`config.mk`:
```
export PLATFORM = sky130hd
export DESIGN_NAME = block_fill_sequencer
export DESIGN_NICKNAME = d
export VERILOG_FILES = /design/src/rtl/vga_block_pkg.sv /design/src/rtl/block_coord_counter.sv /design/src/rtl/block_fill_sequencer.sv
export SDC_FILE = /design/constraint.sdc
export NUM_CORES = 1
export LEC_CHECK = 0
export CAP_MARGIN = 20
export CORE_MARGIN = 1.5
export CORE_UTILIZATION = 54
export CTS_CLUSTER_SIZE = 25
export DETAILED_ROUTE_END_ITERATION = 16
export MAX_ROUTING_LAYER = met4
export PLACE_DENSITY = 0.83
export SLEW_MARGIN = 5
export SYNTH_ARGS = -nofsm -noshare
export SYNTH_HDL_FRONTEND = slang
export SYNTH_HIERARCHICAL = 1
export SYNTH_SLANG_ARGS = --single-unit
export TNS_END_PERCENT = 1
```
`constraint.sdc`:
```
create_clock -name clk -period 5.5 [get_ports clk]
set_input_delay 0.825 -clock clk [delete_from_list [all_inputs] [get_ports clk]]
set_output_delay 0.825 -clock clk [all_outputs]
set_load 0.02 [all_outputs]
```
`src/rtl/vga_block_pkg.sv`:
```
// Shared types and constants for the block-based VGA frame-buffer fill path.
//   fill_state_t     : sequencer FSM states
//   DEFAULT_BLOCKS_X : blocks per row (640 px / 16 px)
//   DEFAULT_BLOCKS_Y : blocks per column (480 px / 16 px)
//   BLOCK_PIXELS     : pixels per block edge
//   COORD_W          : width of the block coordinate buses
package vga_block_pkg;

  localparam int unsigned DEFAULT_BLOCKS_X = 40;
  localparam int unsigned DEFAULT_BLOCKS_Y = 30;
  localparam int unsigned BLOCK_PIXELS     = 16;
  localparam int unsigned COORD_W          = 10;

  typedef enum logic [1:0] {
    StIdle,
    StFill,
    StDrain,
    StWaitSwap
  } fill_state_t;

endpackage

```
`src/rtl/block_coord_counter.sv`:
```
// Block coordinate walker: raster-order x/y plus a running linear address,
// so the RAM address never needs a multiplier.
// Ports:
//   clk, reset_n : clock, synchronous active-low reset
//   advance      : step to the next block (wraps to 0,0 after the last block)
//   clear        : force x, y and address to 0 (wins over advance)
//   x, y         : current block coordinates
//   addr         : y*BLOCKS_X + x, maintained incrementally
//   last         : current block is (BLOCKS_X-1, BLOCKS_Y-1)
module block_coord_counter
  import vga_block_pkg::*;
#(
  parameter int unsigned BLOCKS_X = DEFAULT_BLOCKS_X,
  parameter int unsigned BLOCKS_Y = DEFAULT_BLOCKS_Y,
  parameter int unsigned ADDR_W   = 11
) (
  input  logic               clk,
  input  logic               reset_n,
  input  logic               advance,
  input  logic               clear,
  output logic [COORD_W-1:0] x,
  output logic [COORD_W-1:0] y,
  output logic [ADDR_W-1:0]  addr,
  output logic               last
);

  localparam logic [COORD_W-1:0] XMax = COORD_W'(BLOCKS_X - 1);
  localparam logic [COORD_W-1:0] YMax = COORD_W'(BLOCKS_Y - 1);

  logic [COORD_W-1:0] xQ, xD, yQ, yD;
  logic [ADDR_W-1:0]  addrQ, addrD;

  assign last = (xQ == XMax) && (yQ == YMax);

  always_comb begin
    xD    = xQ;
    yD    = yQ;
    addrD = addrQ;
    if (clear) begin
      xD    = '0;
      yD    = '0;
      addrD = '0;
    end else if (advance) begin
      if (last) begin
        xD    = '0;
        yD    = '0;
        addrD = '0;
      end else begin
        addrD = addrQ + ADDR_W'(1);
        if (xQ == XMax) begin
          xD = '0;
          yD = yQ + COORD_W'(1);
        end else begin
          xD = xQ + COORD_W'(1);
        end
      end
    end
  end

  always_ff @(posedge clk) begin
    if (!reset_n) begin
      xQ    <= '0;
      yQ    <= '0;
      addrQ <= '0;
    end else begin
      xQ    <= xD;
      yQ    <= yD;
      addrQ <= addrD;
    end
  end

  assign x    = xQ;
  assign y    = yQ;
  assign addr = addrQ;

endmodule

```
`src/rtl/block_fill_sequencer.sv`:
```
// Walks every block coordinate once per frame, captures the graphics
// controller's pixelPacking for it and writes it into the back buffer of a
// double-buffered block RAM. Buffers swap on the first frame_start after a
// completed fill.
// Ports:
//   clk, reset_n             : clock, synchronous active-low reset
//   frame_start              : one-cycle pulse at start of vertical blanking
//   x/y_coord_of_current_block : coordinates presented to the controller
//   whichRAM                 : back buffer being filled (also controller pattern)
//   pixelPacking             : controller result for the current coordinates
//   wr_en/wr_addr/wr_data    : RAM write request, held until wr_ready
//   wr_ready                 : RAM accepts the pending write this edge
//   display_sel              : front buffer, always ~whichRAM
//   busy                     : fill or drain in progress
//   done                     : pulse when the final write of a fill is accepted
//   overrun                  : pulse when frame_start arrives while busy
module block_fill_sequencer
  import vga_block_pkg::*;
#(
  parameter int unsigned BLOCKS_X = DEFAULT_BLOCKS_X,
  parameter int unsigned BLOCKS_Y = DEFAULT_BLOCKS_Y,
  parameter int unsigned ADDR_W   = 11
) (
  input  logic               clk,
  input  logic               reset_n,
  input  logic               frame_start,
  output logic [COORD_W-1:0] x_coord_of_current_block,
  output logic [COORD_W-1:0] y_coord_of_current_block,
  output logic               whichRAM,
  input  logic [7:0]         pixelPacking,
  output logic               wr_en,
  output logic [ADDR_W-1:0]  wr_addr,
  output logic [7:0]         wr_data,
  input  logic               wr_ready,
  output logic               display_sel,
  output logic               busy,
  output logic               done,
  output logic               overrun
);

  fill_state_t       stateQ, stateD;
  logic              whichRamQ, whichRamD;
  logic              wrEnQ, wrEnD;
  logic [ADDR_W-1:0] wrAddrQ, wrAddrD;
  logic [7:0]        wrDataQ, wrDataD;
  logic              doneQ, doneD;
  logic              overrunQ, overrunD;

  logic              advance, clear, last, slotFree;
  logic [ADDR_W-1:0] curAddr;

  block_coord_counter #(
    .BLOCKS_X (BLOCKS_X),
    .BLOCKS_Y (BLOCKS_Y),
    .ADDR_W   (ADDR_W)
  ) uCoord (
    .clk     (clk),
    .reset_n (reset_n),
    .advance (advance),
    .clear   (clear),
    .x       (x_coord_of_current_block),
    .y       (y_coord_of_current_block),
    .addr    (curAddr),
    .last    (last)
  );

  // A new capture may overwrite the write register only once it is empty or
  // being accepted on this same edge.
  assign slotFree = !wrEnQ || wr_ready;

  always_comb begin
    stateD    = stateQ;
    whichRamD = whichRamQ;
    wrEnD     = wrEnQ;
    wrAddrD   = wrAddrQ;
    wrDataD   = wrDataQ;
    doneD     = 1'b0;
    overrunD  = 1'b0;
    advance   = 1'b0;
    clear     = 1'b0;
    unique case (stateQ)
      StIdle: begin
        if (frame_start) begin
          stateD = StFill;
          clear  = 1'b1;
        end
      end
      StFill: begin
        overrunD = frame_start;
        if (slotFree) begin
          wrEnD   = 1'b1;
          wrAddrD = curAddr;
          wrDataD = pixelPacking;
          advance = 1'b1;  // counter wraps itself to 0,0 after the last block
          if (last) stateD = StDrain;
        end
      end
      StDrain: begin
        overrunD = frame_start;
        if (wr_ready) begin
          wrEnD  = 1'b0;
          doneD  = 1'b1;
          stateD = StWaitSwap;
        end
      end
      StWaitSwap: begin
        if (frame_start) begin
          whichRamD = ~whichRamQ;
          stateD    = StFill;
          clear     = 1'b1;
        end
      end
      default: stateD = StIdle;
    endcase
  end

  always_ff @(posedge clk) begin
    if (!reset_n) begin
      stateQ    <= StIdle;
      whichRamQ <= 1'b0;
      wrEnQ     <= 1'b0;
      wrAddrQ   <= '0;
      wrDataQ   <= '0;
      doneQ     <= 1'b0;
      overrunQ  <= 1'b0;
    end else begin
      stateQ    <= stateD;
      whichRamQ <= whichRamD;
      wrEnQ     <= wrEnD;
      wrAddrQ   <= wrAddrD;
      wrDataQ   <= wrDataD;
      doneQ     <= doneD;
      overrunQ  <= overrunD;
    end
  end

  assign whichRAM    = whichRamQ;
  assign display_sel = ~whichRamQ;
  assign wr_en       = wrEnQ;
  assign wr_addr     = wrAddrQ;
  assign wr_data     = wrDataQ;
  assign busy        = (stateQ == StFill) || (stateQ == StDrain);
  assign done        = doneQ;
  assign overrun     = overrunQ;

endmodule

```
## Word-level counts from Yosys, hierarchy flattened

Cells that the tools add are included.

| storage, ports and cells | value |
|---|---|
| register bits | 56 |
| bits of input ports | 12 |
| output and inout bits | 45 |
| word-level logic and storage cells | 59 |

| cells by class | value |
|---|---|
| $add $sub $neg | 3 |
| equal/unequal tests | 9 |
| muxes and demuxes | 18 |
| bitwise gates (word level) | 2 |
| reduce and logical (&&, ||, !) cells | 17 |

Operators with widths:

| operator | number |
|---|---|
| 10-bit two-way mux | 4 |
| 10-bit by 1-bit adder with 10-bit output, second input constant | 2 |
| 11-bit by 1-bit adder with 11-bit output, second input constant | 1 |
| 11-bit two-way mux | 1 |
| 10-bit by 5-bit == test with 1-bit output, second input constant | 1 |
| 10-bit by 6-bit == test with 1-bit output, second input constant | 1 |
| 2-bit AND reduction | 5 |
| 2-bit two-way mux | 4 |
| 1-bit two-way mux | 7 |
| 2-bit != test, second input constant | 3 |
| 2-bit case mux with 3 select lines | 1 |
| 2-bit OR reduction | 3 |
| 2-bit == test, second input constant | 2 |
| 4-bit AND reduction | 1 |
| 2-bit nonzero test | 2 |
| 3-bit AND reduction | 1 |
| 2-bit by 1-bit == test with 1-bit output, second input constant | 1 |
| 2-bit zero test | 1 |
| 1-bit logical OR | 2 |
| 2-bit by 1-bit != test with 1-bit output, second input constant | 1 |
| 1-bit inverter | 2 |
| 1-bit case mux with 2 select lines | 1 |
| 1-bit logical AND | 1 |
| 1-bit zero test | 1 |

## Depth between registers and ports, before layout

Gate-level depths: netlist of the first run.

| depth | value |
|---|---|
| depth after elaboration | 5 |
| mapped depth | 10 |
| depth with buffers taken out | 8 |

## Hierarchy

Netlist of the first run, hierarchy kept.

Modules (own cells, without submodules):

| module | instances | cells an instance | area an instance (µm²) |
|---|---|---|---|
| block_coord_counter | 1 | 164 | 1480.2 |
| block_fill_sequencer | 1 | 118 | 1082.3 |

## Least setup slack after synthesis of the first run

No wires, ideal clock.

| path | value |
|---|---|
| path kind | input -> register |
| start | input wr_ready |
| end | register uCoord.yQ[8] (netlist: uCoord/y[8]) |
| library setup time | 0.070 ns |
| data arrival time | 2.416 ns |
| setup slack | 3.014 ns |
| cell stages on the path | 9 |
| cells stage by stage | nand2b_4 nand2_4 inv_2 buf_4 clkbuf_1 nand2_1 or4_1 or3_1 a21oi_1 |

| on the way | value |
|---|---|
| word-level cells in the longest chain between the ends | 4 |

RTL lines:

| what | RTL line | source |
|---|---|---|
| start: declaration | block_fill_sequencer.sv:34 | `input logic wr_ready,` |
| 1-bit logical OR | block_fill_sequencer.sv:69 | `assign slotFree = !wrEnQ \|\| wr_ready;` |
| 1-bit two-way mux | block_fill_sequencer.sv:90 | `if (slotFree) begin` |
| 1-bit two-way mux | block_fill_sequencer.sv:81 | `unique case (stateQ)` |
| named net advance | block_fill_sequencer.sv:49 | `logic advance, clear, last, slotFree;` |
| 2-bit AND reduction (no source line) | -- |  |
| end signal: assignment | block_coord_counter.sv:67 | `yQ <= yD;` |
| end: declaration | block_coord_counter.sv:30 | `logic [COORD_W-1:0] xQ, xD, yQ, yD;` |

The timed path passes the listed nets, and every way through them passes these cells.
A chain may end at the register's enable or synchronous reset.

## Final worst setup path of the first run

| path | value |
|---|---|
| start | input wr_ready |
| end | register uCoord.xQ[0] (netlist: uCoord/x[0]) |

| on the way | value |
|---|---|
| word-level cells in the longest chain between the ends | 3 |

RTL lines:

| what | RTL line | source |
|---|---|---|
| 1-bit logical OR | block_fill_sequencer.sv:69 |  |
| 1-bit two-way mux | block_fill_sequencer.sv:90 |  |
| 1-bit two-way mux | block_fill_sequencer.sv:81 |  |
| end signal: assignment | block_coord_counter.sv:62 | `xQ <= '0;` |
| end signal: assignment | block_coord_counter.sv:66 | `xQ <= xD;` |
| end: declaration | block_coord_counter.sv:30 |  |

No other way between the ends.

==> qor.csv, run 1 <==
metric,value,unit
coreArea,4470,µm²
nNetsFinal,355,
synth_edf_count,0,
power_frac_comb,29.7,%
rows,24,
clockRootBuffer,clkbuf_8,
fin_skew,0.00562,ns
tns,0,ns
seq_area,1120,µm²
grt_pass1_vias,1837,
worstPathCellList,clkdlybuf4s50_1 > nand2b_4 > nand2_4 > inv_2 > inv_1 > or4_1 > nand2_1 > nor2_1,
clockBufferDepth,2,
start_util,57.3,%
ys_types,47,
avgSynthCellArea,9.09,µm²
p_int,692,µW
hold_ws,0.458,ns
multi_input_area,1330,µm²
synth_cells,282,
placed_area,3120,µm²
synth_seq_cells,56,
rsz0062_at_grt,no,
clock-sinks,56,
ctsHoldBuffers,0,
drt_iter0_markers,122,
critPathLaunchType,input pin,
routed_wl,5.03,mm
grt-ovfl-total,0,
critPathRequiredTime,5.70,ns
seqPwrFrac,44.6,%
fin_area,3230,µm²
port_buffers,56,
finalCriticalPeriod,3.13,ns
relSlewSlack,48.2,%
p_per_area,323,nW/µm²
ff2ff_setup_slack,2.82,ns
antenna_found_initial,0,
yosys_warnings,6,
p_sw,351,µW
final-setup-viol-count,0,
status,"complete, no violations",
cp_slowest_cell,or4_1,
yosysTopAreaCellShare,43.7,%
grt.total_usage,20.3,%
die_width,71.9,µm
ir_worst_vdd,260,µV
critPathMaxStageDelay,0.63,ns
drv_slew,0,
viasPerCell,5.38,
num-fill-cells,355,
hold_path_class,reg2reg,
async_reset_ff_share,0,%
tritoncts,done,
drive_gt1_share,8.63,%
cts_resized,0,
switching_share,33.6,%
place_congestion,0.772,
wl_per_cell,13.0,µm
numCtsBuffers,5,
vias,2086,
ys.flop_type,dfxtp_1,
ys_top_cells_by_area,"dfxtp_1, nand2_1, xor2_1, a21boi_2, ha_1",
syn_area,2560,µm²
hold_violations,0,
worstSetupPathType,in2reg,
place_ws,2.05,ns
clkTransAtPathRegs,0.10,ns
final_common_cell,nand2_1,
clk_latency,0.32,ns
die_h,71.9,µm
drc,0,
dpl.hpwl,3.56,mm
fin_ws,2.37,ns
drv_cap,0,
synthToLayoutAreaGrowth,25.9,%
grt_max_degree,40,
critPathArrivalTime,3.33,ns
antenna_cells,0,
endpoint_kind,flop,
period_share,56.9,%
worstPathMaxFanout,39,
p_leak,1.11,nW
syn_nets,302,
grt_pass1_wl,7.98,mm
die_area,5170,µm²
final_cell_mix,"nand2_1, dfxtp_1, clkdlybuf4s50_1, nor2_1, xor2_1",
drtAntennaViolNets,0,
pin_count,57,
htree_levels,2,
power_frac_clock,25.7,%
dr.pass1.iters,4,
clock.fmax,0.319,GHz
tightest_slew,0.775,ns
ys_seq_area_share,43.7,%
cts_setup_buffers,0,
yosysTopAreaCell,dfxtp_1,
synth_stat cells, types with 2 or more instances:
cell	instances
buf_4	2
a21boi_2	10
or3_1	3
and4_1	2
nor2_1	26
nand4_1	7
inv_1	9
nor2b_1	2
ha_1	8
a21boi_1	9
xnor2_1	10
nor3_1	2
mux2i_1	3
nor4_1	4
a21oi_1	5
and3_1	8
o21ai_0	4
nand2b_1	2
dfxtp_1	56
clkbuf_1	3
and2_1	2
buf_6	2
o31ai_1	2
nand2_1	58
or4_1	3
xor2_1	13
nand3_1	7
area by class of cell:
class	instances	area share [%]
clock buffers	5	2.13
repair buffers	56	17.4
multi-input cells	206	41.3
well taps	52	2.02
inverters	10	1.16
flip-flops and latches	56	34.7
clock inverters	3	1.32
metrics by stage:
| stage | power [mW] | instances | utilization (%) |
|---|---|---|---|
| detailed placement | 0.784 | 380 | 69.6 |
| CTS | 1.06 | 388 | 72.1 |
| finish | 1.04 | 388 | 72.1 |
| global route | 1.10 | 388 | 72.1 |
| floorplan | 0.706 | 282 | - |
| global placement | 0.777 | 380 | 69.6 |
final timing paths:
| path | start | to | cells past startpoint |
|---|---|---|---|
| worst max-delay path | wr_ready | uCoord/x[0] | 8 |
| worst min-delay path | wr_addr[7] | wr_addr[7] | 2 |
| worst max register to register | stateQ[0] | uCoord/x[0] | 7 |
| worst min register to register | wr_addr[7] | wr_addr[7] | 2 |
layer usage:
layer	global-route usage (%)	wire length (µm)	vias to the layer above
li1	-	-	1056
met3	4.36	290	7
met5	-	0	-
met4	10.5	73	0
met2	32.8	2420	62
met1	23.6	2240	961
worst max-delay path, delay by kind of cell:
family        cells  cell delay [ns]
simple gates      5             1.33
buf+inv           3             1.18
sequential cells by signal, indices dropped and copies added (netlist names):
register / flops
stateQ: 2
uCoord/x: 10
overrun: 1
uCoord/y: 10
done: 1
whichRAM: 1
uCoord/addr: 11
wr_en: 1
wr_data: 8
wr_addr: 11
power groups by stage:
stage	Clock (mW)	Combinational, mW	Sequential (mW)
detailed placement	0	0.310	0.474
global route	0.290	0.339	0.469
CTS	0.278	0.314	0.465
floorplan	0	0.207	0.498
global placement	0	0.303	0.474
finish	0.268	0.310	0.466
cell families after synthesis:
group / synth area share (%)
AND/OR/NAND/NOR: 26.8
flip-flops: 43.8
AO/OA/AOI/OAI: 11.8
XOR/XNOR: 7.86
buffers and inverters: 4.30
adder cells (fa/ha/maj): 3.91
multiplexers: 1.61
(Power assumes the default switching activity.)
==> run 2, diff against run 1 <==
--- a/config.mk
+++ b/config.mk
@@ -7,11 +7,11 @@
 export LEC_CHECK = 0
 export CAP_MARGIN = 20
 export CORE_MARGIN = 1.5
-export CORE_UTILIZATION = 54
+export CORE_UTILIZATION = 45
 export CTS_CLUSTER_SIZE = 25
 export DETAILED_ROUTE_END_ITERATION = 16
 export MAX_ROUTING_LAYER = met4
-export PLACE_DENSITY = 0.83
+export PLACE_DENSITY = 0.73
 export SLEW_MARGIN = 5
 export SYNTH_ARGS = -nofsm -noshare
 export SYNTH_HDL_FRONTEND = slang
==> constraint.sdc (replaced) <==
create_clock -name clk -period 2.6 [get_ports clk]
set_input_delay 0.39 -clock clk [delete_from_list [all_inputs] [get_ports clk]]
set_output_delay 0.39 -clock clk [all_outputs]
set_load 0.02 [all_outputs]
==> run 2 against run 1 <==
  * Routed wire length decreased by 1.3%
  * Register-to-register slack got worse by 2.5 ns
  * Via count decreased by 0.67%
  * Clock-buffer cell count unchanged
  * Total power increased by 110%
  * Non-clock buffer count increased by 6
  * Cell area increased by 1.8%
  * Combinational power increased by 130%
  * Sequential share of layout area decreased by 0.61 points
  * Sequential cell count unchanged
  * Core utilization decreased by 12 points
  * Critical path type is now reg2reg
  * Largest power group unchanged
  * Highest routed layer unchanged
==> qor.csv, run 2 (synthesis gave the netlist of run 1 again) <==
metric,value,unit,change
status,"complete, no violations",,
htree_levels,2,,unchanged
antenna_found_initial,0,,unchanged
viasPerCell,5.03,,-6.5%
hold_ws,0.455,ns,-0.00285 ns
numCtsBuffers,5,,unchanged
period_share,87.2,%,
drc,0,,unchanged
die_h,78.5,µm,+9.1%
antenna_cells,0,,unchanged
hold_path_class,reg2reg,,
tightest_slew,0.406,ns,-0.369 ns
wl_per_cell,12.0,µm,-7.1%
routed_wl,4.96,mm,-1.3%
place_congestion,0.789,,+2.2%
worstPathMaxFanout,9,,-77%
final_common_cell,nand2_1,,
dpl.hpwl,3.54,mm,-0.56%
grt_max_degree,29,,-28%
clk_latency,0.30,ns,-0.02 ns
p_int,1.49,mW,+120%
clockRootBuffer,clkbuf_8,,
cts_resized,0,,unchanged
clockBufferDepth,2,,unchanged
p_per_area,674,nW/µm²,+110%
critPathRequiredTime,2.83,ns,-2.87 ns
critPathArrivalTime,2.50,ns,-0.83 ns
final_core_util,59.6,%,-12 points
clock.fmax,0.441,GHz,
rows,27,,+13%
start_util,46.5,%,-11 points
crit_family,simple AND/OR/NAND/NOR gates,,
pin_count,57,,unchanged
cp_slowest_cell,or4_4,,
die_width,78.5,µm,+9.1%
final-setup-viol-count,0,,unchanged
drv_slew,0,,unchanged
cts_setup_buffers,0,,unchanged
grt.total_usage,17.9,%,-2.4 points
tritoncts,done,,
worstPathCellList,ha_1 > or2b_4 > or4_4 > or4_1 > a21oi_1,,
switching_share,32.6,%,-1.1 points
fin_skew,0.00792,ns,+0.00230 ns
die_area,6160,µm²,+19%
endpoint_kind,flop,,
hold_violations,0,,unchanged
nNetsFinal,361,,+1.7%
grt_pass1_wl,8.74,mm,+9.5%
coreArea,5510,µm²,+23%
rsz0062_at_grt,no,,
p_sw,722,µW,+110%
power_frac_comb,31.5,%,+1.8 points
synthToLayoutAreaGrowth,28.2,%,
dr.pass1.iters,4,,unchanged
tns,0,ns,unchanged
port_buffers,56,,unchanged
clock-sinks,56,,unchanged
relSlewSlack,72.9,%,+25 points
grt_pass1_vias,1971,,+7.3%
vias,2072,,-0.67%
clkTransAtPathRegs,0.09,ns,about the same
drtAntennaViolNets,0,,unchanged
drive_gt1_share,9.71,%,+1.1 points
drv_cap,0,,unchanged
critPathLaunchType,flop,,
finalCriticalPeriod,2.27,ns,
ctsHoldBuffers,0,,unchanged
worstSetupPathType,reg2reg,,
seqPwrFrac,44.3,%,-0.3 points
critPathMaxStageDelay,0.61,ns,-0.02 ns
drt_iter0_markers,68,,-44%
p_leak,1.14,nW,+2.2%
ir_worst_vdd,326,µV,+25%
cp_num_buf_inv,0,,-3
final_cell_mix,"nand2_1, dfxtp_1, clkdlybuf4s50_1, nor2_1, xor2_1",,
power_frac_clock,24.1,%,-1.6 points
grt-ovfl-total,0,,unchanged
## run 2: cell types whose count changed in the layout (fill, tap and decap cells not counted), sizes merged
| cell | change |
|---|---|
| clkinvlp | -1 |
| clkinv | -1 |
| buf | +6 |
## run 2: path summary, 6_finish.rpt
check / start / to / slack (ns) / depth (start not counted)
min: wr_data[1] / wr_data[1] / 0.45 / 2
max reg2reg: uCoord/x[0] / uCoord/y[7] / 0.33 / 5
min reg2reg: wr_data[1] / wr_data[1] / 0.45 / 2
max: uCoord/x[0] / uCoord/y[7] / 0.33 / 5
## run 2: layer usage
metal  track usage [%]  routed length (µm)  up-vias  share of wire [%]
met5                 -                   0        -                  0
met4              5.36                  60        0                1.2
met3              3.72                 235        6                4.7
met2              31.3                2340       46                 47
met1              20.7                2330      958                 47
li1                  -                   -     1062                  -
## run 2: area by class of cell
| class | count | area [µm²] |
|---|---|---|
| Inverter | 10 | 37.5 |
| Sequential cell | 56 | 1120 |
| Tap cell | 72 | 90.1 |
| Multi-Input combinational cell | 206 | 1330 |
| Clock inverter | 1 | 30.0 |
| Fill cell | 500 | 2220 |
| Clock buffer | 5 | 68.8 |
| Timing Repair Buffer | 62 | 606 |
## run 2: power by group through the flow
stage          logic [mW]  clock network (mW)  registers [mW]
2_1_floorplan       0.439                   0            1.05
3_3_place_gp        0.695                   0            1.00
3_5_place_dp        0.705                   0            1.00
4_1_cts             0.709               0.562           0.984
5_1_grt             0.776               0.583           0.996
6_report            0.698               0.535           0.982
## run 2: worst min-delay path: cells and delay by family (launching register included)
family           cells  cell delay, ns
AO/OA/AOI/OAI        1            0.05
flip-flops           1            0.32
AND/OR/NAND/NOR      1            0.05
## run 2: stage by stage
step,instances,setup slack (ns),area (µm²),power [mW]
2_1_floorplan,282,0.289,2560,1.49
3_3_place_gp,406,0.211,3190,1.70
3_5_place_dp,406,0.188,3190,1.71
4_1_cts,412,0.312,3280,2.26
5_1_grt,412,0.163,3280,2.36
6_report,412,0.333,3280,2.22
